===== src/rtl/button_debouncer.sv =====
// Pushbutton debouncer: two-flop synchronizer followed by a four-state FSM that
// accepts a new level only after STABLE_TICKS consecutive tick samples agree.
module button_debouncer #(
  parameter int unsigned STABLE_TICKS = 4
) (
  input  logic clk,
  input  logic reset,
  input  logic tick,
  input  logic btn_in,
  output logic btn_level,
  output logic btn_press,
  output logic btn_release
);

  localparam int unsigned CNT_W = $clog2(STABLE_TICKS + 1);
  localparam logic [CNT_W-1:0] LAST_CNT = CNT_W'(STABLE_TICKS - 1);

  typedef enum logic [1:0] {
    LOW_STABLE,
    WAIT_HIGH,
    HIGH_STABLE,
    WAIT_LOW
  } state_e;

  logic             sync1_q, sync2_q;
  logic             btn_s;
  state_e           state_q, state_d;
  logic [CNT_W-1:0] cnt_q, cnt_d;
  logic             level_q, level_d;
  logic             press_q, press_d;
  logic             release_q, release_d;

  assign btn_s = sync2_q;

  // NOTE: all clocked state uses non-blocking assignments so every flop samples
  // pre-edge values; blocking here would collapse the synchronizer into one flop.
  always_ff @(posedge clk) begin
    if (reset) begin
      sync1_q   <= 1'b0;
      sync2_q   <= 1'b0;
      state_q   <= LOW_STABLE;
      cnt_q     <= '0;
      level_q   <= 1'b0;
      press_q   <= 1'b0;
      release_q <= 1'b0;
    end else begin
      sync1_q   <= btn_in;
      sync2_q   <= sync1_q;
      state_q   <= state_d;
      cnt_q     <= cnt_d;
      level_q   <= level_d;
      press_q   <= press_d;
      release_q <= release_d;
    end
  end

  // NOTE: defaults assigned up front so no path through the case infers a latch.
  always_comb begin
    state_d = state_q;
    cnt_d   = cnt_q;
    unique case (state_q)
      LOW_STABLE: begin
        if (btn_s) begin
          state_d = WAIT_HIGH;
          cnt_d   = '0;
        end
      end
      WAIT_HIGH: begin
        // A bounce back to the old level wins over a coincident tick.
        if (!btn_s) begin
          state_d = LOW_STABLE;
          cnt_d   = '0;
        end else if (tick) begin
          cnt_d = cnt_q + CNT_W'(1);
          if (cnt_q == LAST_CNT) state_d = HIGH_STABLE;
        end
      end
      HIGH_STABLE: begin
        if (!btn_s) begin
          state_d = WAIT_LOW;
          cnt_d   = '0;
        end
      end
      WAIT_LOW: begin
        if (btn_s) begin
          state_d = HIGH_STABLE;
          cnt_d   = '0;
        end else if (tick) begin
          cnt_d = cnt_q + CNT_W'(1);
          if (cnt_q == LAST_CNT) state_d = LOW_STABLE;
        end
      end
      default: begin
        state_d = LOW_STABLE;
        cnt_d   = '0;
      end
    endcase
  end

  // Outputs are derived from the upcoming state so they land on the same edge.
  always_comb begin
    level_d   = (state_d == HIGH_STABLE) || (state_d == WAIT_LOW);
    press_d   = (state_q == WAIT_HIGH) && (state_d == HIGH_STABLE);
    release_d = (state_q == WAIT_LOW) && (state_d == LOW_STABLE);
  end

  assign btn_level   = level_q;
  assign btn_press   = press_q;
  assign btn_release = release_q;

endmodule


===== config.mk =====
export PLATFORM = sky130hd
export DESIGN_NAME = button_debouncer
export DESIGN_NICKNAME = d
export VERILOG_FILES = /design/src/rtl/button_debouncer.sv
export SDC_FILE = /design/constraint.sdc
export NUM_CORES = 1
export LEC_CHECK = 0
export ABC_CLOCK_PERIOD_IN_PS = 2300
export BUFFER_PORTS_ARGS = -buffer_cell sky130_fd_sc_hd__buf_4
export CAP_MARGIN = 20
export CORE_AREA = 4 4 41 43
export DETAILED_ROUTE_END_ITERATION = 6
export DIE_AREA = 0 0 45 47
export PLACE_DENSITY = 0.54
export SLEW_MARGIN = 40
export SYNTH_ARGS = -nofsm -noshare
export SYNTH_HDL_FRONTEND = slang
export SYNTH_SLANG_ARGS = --single-unit

===== constraint.sdc =====
create_clock -name clk -period 2.3 [get_ports clk]
set_clock_uncertainty 0.15 [all_clocks]
set_input_delay 0.69 -clock clk [delete_from_list [all_inputs] [get_ports clk]]
set_output_delay 0.69 -clock clk [all_outputs]
set_load 0.005 [all_outputs]

Yosys cells after proc, flatten, opt, wreduce, memory -nomap -nowiden
Cells that the tools add are included.
- bits in writable memories: 0
- latch bits: 0
- register bits after elaboration: 10
- input bits: 4
- memories kept: 0
- logic and storage cells: 37
- memory bits (read-only): 0
- multiply operators: 0
- mux-type cells: 15
- add/subtract/negate cells: 1
- eq/ne operators: 8
- divide/modulo/power cells: 0
- magnitude comparators: 0
- shift operators: 0
- reduce and logical (&&, ||, !) cells: 6
- bitwise logic cells: 0
- operators with widths (operator ; number):
    $mux 2 ; 8
    $mux 3 ; 5
    $pmux 3 s4 ; 1
    $eq 2x2->1 const B ; 4
    $pmux 2 s4 ; 1
    $logic_not 2->1 ; 2
    $ne 2x2->1 const B ; 2
    $add 3x1->3 const B ; 1
    $eq 3x2->1 const B ; 1
    $eq 2x1->1 const B ; 1
    $logic_and 1x1->1 ; 2
    $reduce_and 2->1 ; 1
    $logic_or 1x1->1 ; 1

Depth between registers and ports, before layout
- depth after elaboration: 7
- mapped depth: 5

Worst setup path after synthesis
OpenSTA, ideal clock, no wires.
- path type: input-to-reg
- from: input reset
- to: register cnt_q[0]
- path slack: 808 ps
- stages on the path: 2
- required time: 2055 ps
- arrival time: 1246 ps
- cell sequence: or4b_1 -> o311ai_1
- RTL lines (element ; line ; source):
    start: declaration ; 7 ; input logic reset,
    end signal: assignment ; 50 ; cnt_q <= cnt_d;
    end: declaration ; 28 ; logic [CNT_W-1:0] cnt_q, cnt_d;

==> results by group <==
Run status
  – Outcome: completed

Power
  – Switching Power: 57.2 uW
  – Power share of the sequential group: 55.7%
  – Sw Share: 19.9%
  – Pwr Density: 599 mW/mm2
  – Power share of the combinational group: 4.7%
  – Power share of the clock group: 39.6%
  – P_leak: 0.187 nW
  – P_int: 231 uW
  – Pwr Total: 288 uW
  – Worst vdd ir: 0.322 mV

Floorplan
  – Width of the die: 45 um
  – Top-Level Pins: 7
  – Die area: 0.00212 mm2
  – CORE AREA: 0.00130 mm2
  – Rows: 13
  – Die height: 47 um
  – Starting density of the core: 31.4%

Setup path
  – Setup crit start kind: flop
  – Cell family with most CP delay: flip-flops
  – WP buf/inv: 1
  – Worst path depth: 1
  – CP Data Arrival Time: 830 ps
  – R2r endpoint: cnt_q[2]$_SDFFE_PP0P_
  – Required @ worst endpoint: 1460 ps
  – RR Startpoint: cnt_q[0]$_SDFFE_PP0P_
  – CP Cell Sequence: buf_4
  – Reg2reg setup slack: 790 ps
  – Critical path type: flop to output port
  – CP Capture Type: output port
  – Register-to-Register Path Depth: 5
  – Worst Path Max Fanout: 5
  – Max incr delay on CP: 430 ps
  – Slowest CP cell: dfxtp_1

Synthesis
  – Sequential-to-total area share from yosys stat: 44.0%
  – Synth unique cells: 18
  – Mapped Cells: 38
  – Synth Cell Area: 409 um2
  – Synth warn: 0
  – Syn nets: 44
  – Register bit count reported by yosys: 9
  – Avg Inst Size Synth: 10.8 um2

Clocking
  – Postcts setup bufs: 0
  – Clk_lat worst skew: 250 ps
  – CTS tree: built
  – Root Driver: clkbuf_4
  – Clk sinks: 9
  – CTS Buffer Depth: 2
  – Resize count post-CTS: 0
  – Worst-path clk slew: 60 ps
  – Post-CTS Hold Buffers: 0
  – CTS Buf Count: 3
  – Htree depth: 1

Drt
  – Detail Route Antenna Nets: 0
  – Vias: 296
  – Drt first-iter violations: 0
  – WL per Instance: 11.8 um
  – Drt total wl: 719 um
  – Drt drc: 0
  – DR pass1 iterations: 1
  – Drt via density: 4.85

Timing
  – Fin. max-slew vios: 0
  – Fin crit period: 1670 ps
  – RSZ-0062 raised after global routing: false
  – Fmax: 598 MHz
  – Slew @ Worst Pin: 328 ps
  – Slew headroom: 78.1%
  – Final Hold Viols: 0
  – Total negative slack: 0 ps
  – Period utilisation layout: 72.7%
  – # setup viols final: 0

Finish
  – Core Util, Final: 36.9%
  – Share of layout cells above drive strength 1: 21.7%
  – Nets: 53
  – Area grow syn2layout: 17.4%
  – N_diodes: 0

Hold path
  – WHS Path Cells: 1
  – Hold_sp: sync1_q$_SDFF_PP0_
  – Hold endpoint: btn_s$_SDFF_PP0_
  – Min-delay worst type: flop to flop

GRT
  – First-pass GRT wire length: 1260 um
  – Remaining Overflow, GRT: 0
  – Largest net degree at the start of global routing: 16
  – GR Util All Layers: 8.79%
  – Vias in the first global route: 317
  – Antenna violations before repair: 0

Job
  – Maxcap violations: 0

Placement
  – Port Buf Inserts: 6
  – GPL Wtd Cong: 0.667
  – Detailed Place HPWL: 499 um
==> cells in the final DEF, fill, tap and decap left out, drive strengths merged, types with 4 or more instances in the layout <==
master  instances
dfxtp           9
nor4bb          4
buf             6
clkbuf          4
==> synthesized netlist by cell type <==
cell	instances	share of area, %
mux2i_1	1	2.4
o21ai_1	2	2.4
o311ai_1	1	2.1
and4b_1	1	2.4
nand2_1	2	1.8
buf_6	1	2.8
inv_1	2	1.8
o41ai_1	2	4.3
or4b_1	1	2.4
dfxtp_1	9	44
buf_4	1	1.8
nor4bb_1	4	9.8
xor2_2	1	4.0
ha_1	2	6.1
nor2b_1	2	3.1
nand3_1	2	2.4
nor2_1	2	1.8
nor4b_1	2	4.3
==> power groups by stage <==
stage,Clock (mW),Combinational (mW),Sequential (mW)
after global routing,0.127,0.0153,0.161
after CTS,0.124,0.0135,0.160
after detailed placement,0,0.0135,0.164
final,0.114,0.0134,0.160
after global placement,0,0.0130,0.164
after floorplan,0,0.00903,0.163
==> through the flow <==
| step | instance area [um2] | hold slack (ps) | worst slack, ps | instances |
|---|---|---|---|---|
| 6_report | 480 | 293 | 629 | 61 |
| 5_1_grt | 480 | 323 | 561 | 61 |
| 4_1_cts | 480 | 301 | 608 | 61 |
| 3_5_place_dp | 454 | 278 | 608 | 57 |
| 3_3_place_gp | 454 | 285 | 633 | 57 |
| 2_1_floorplan | 409 | 264 | 808 | 38 |
==> registers in the layout, summed over array words and instances, names as in the netlist <==
| signal | count |
|---|---|
| cnt_q | 3 |
| btn_s | 1 |
| btn_press | 1 |
| sync1_q | 1 |
| btn_release | 1 |
| state_q | 2 |
==> worst max path at each step <==
stage,start,endpoint
after floorplan,reset,cnt_q[0]$_SDFFE_PP0P_
after global placement,reset,cnt_q[0]$_SDFFE_PP0P_
after detailed placement,reset,cnt_q[0]$_SDFFE_PP0P_
after CTS,state_q[1]$_SDFF_PP0_,btn_level
after global routing,state_q[1]$_SDFF_PP0_,btn_level
final,state_q[1]$_SDFF_PP0_,btn_level
==> cell families (layout without fill, tap and decap cells) <==
kind of cell	count (synthesis)	in the layout	share of synthesized area, %
simple gates	16	16	28.1
flops	9	9	44.0
compound gates	5	5	8.87
buf+inv	4	12	6.42
fa+ha+maj	2	2	6.12
xor+xnor	1	1	3.98
mux	1	1	2.45
==> layout make-up <==
class | count | area (um2)
Timing Repair Buffer | 6 | 45.0
Tap cell | 15 | 18.8
Multi-Input combinational cell | 25 | 203
Clock buffer | 4 | 26.3
Inverter | 2 | 7.51
Fill cell | 145 | 821
Sequential cell | 9 | 180
==> metal layers <==
| metal | track usage, % | share of wire (%) |
|---|---|---|
| met5 | 0 | 0 |
| met4 | 10.5 | 1.7 |
| met3 | 3.07 | 7.1 |
| met2 | 12.1 | 42 |
| met1 | 9.61 | 49 |
Note: power is estimated with default switching activity, not from simulation.
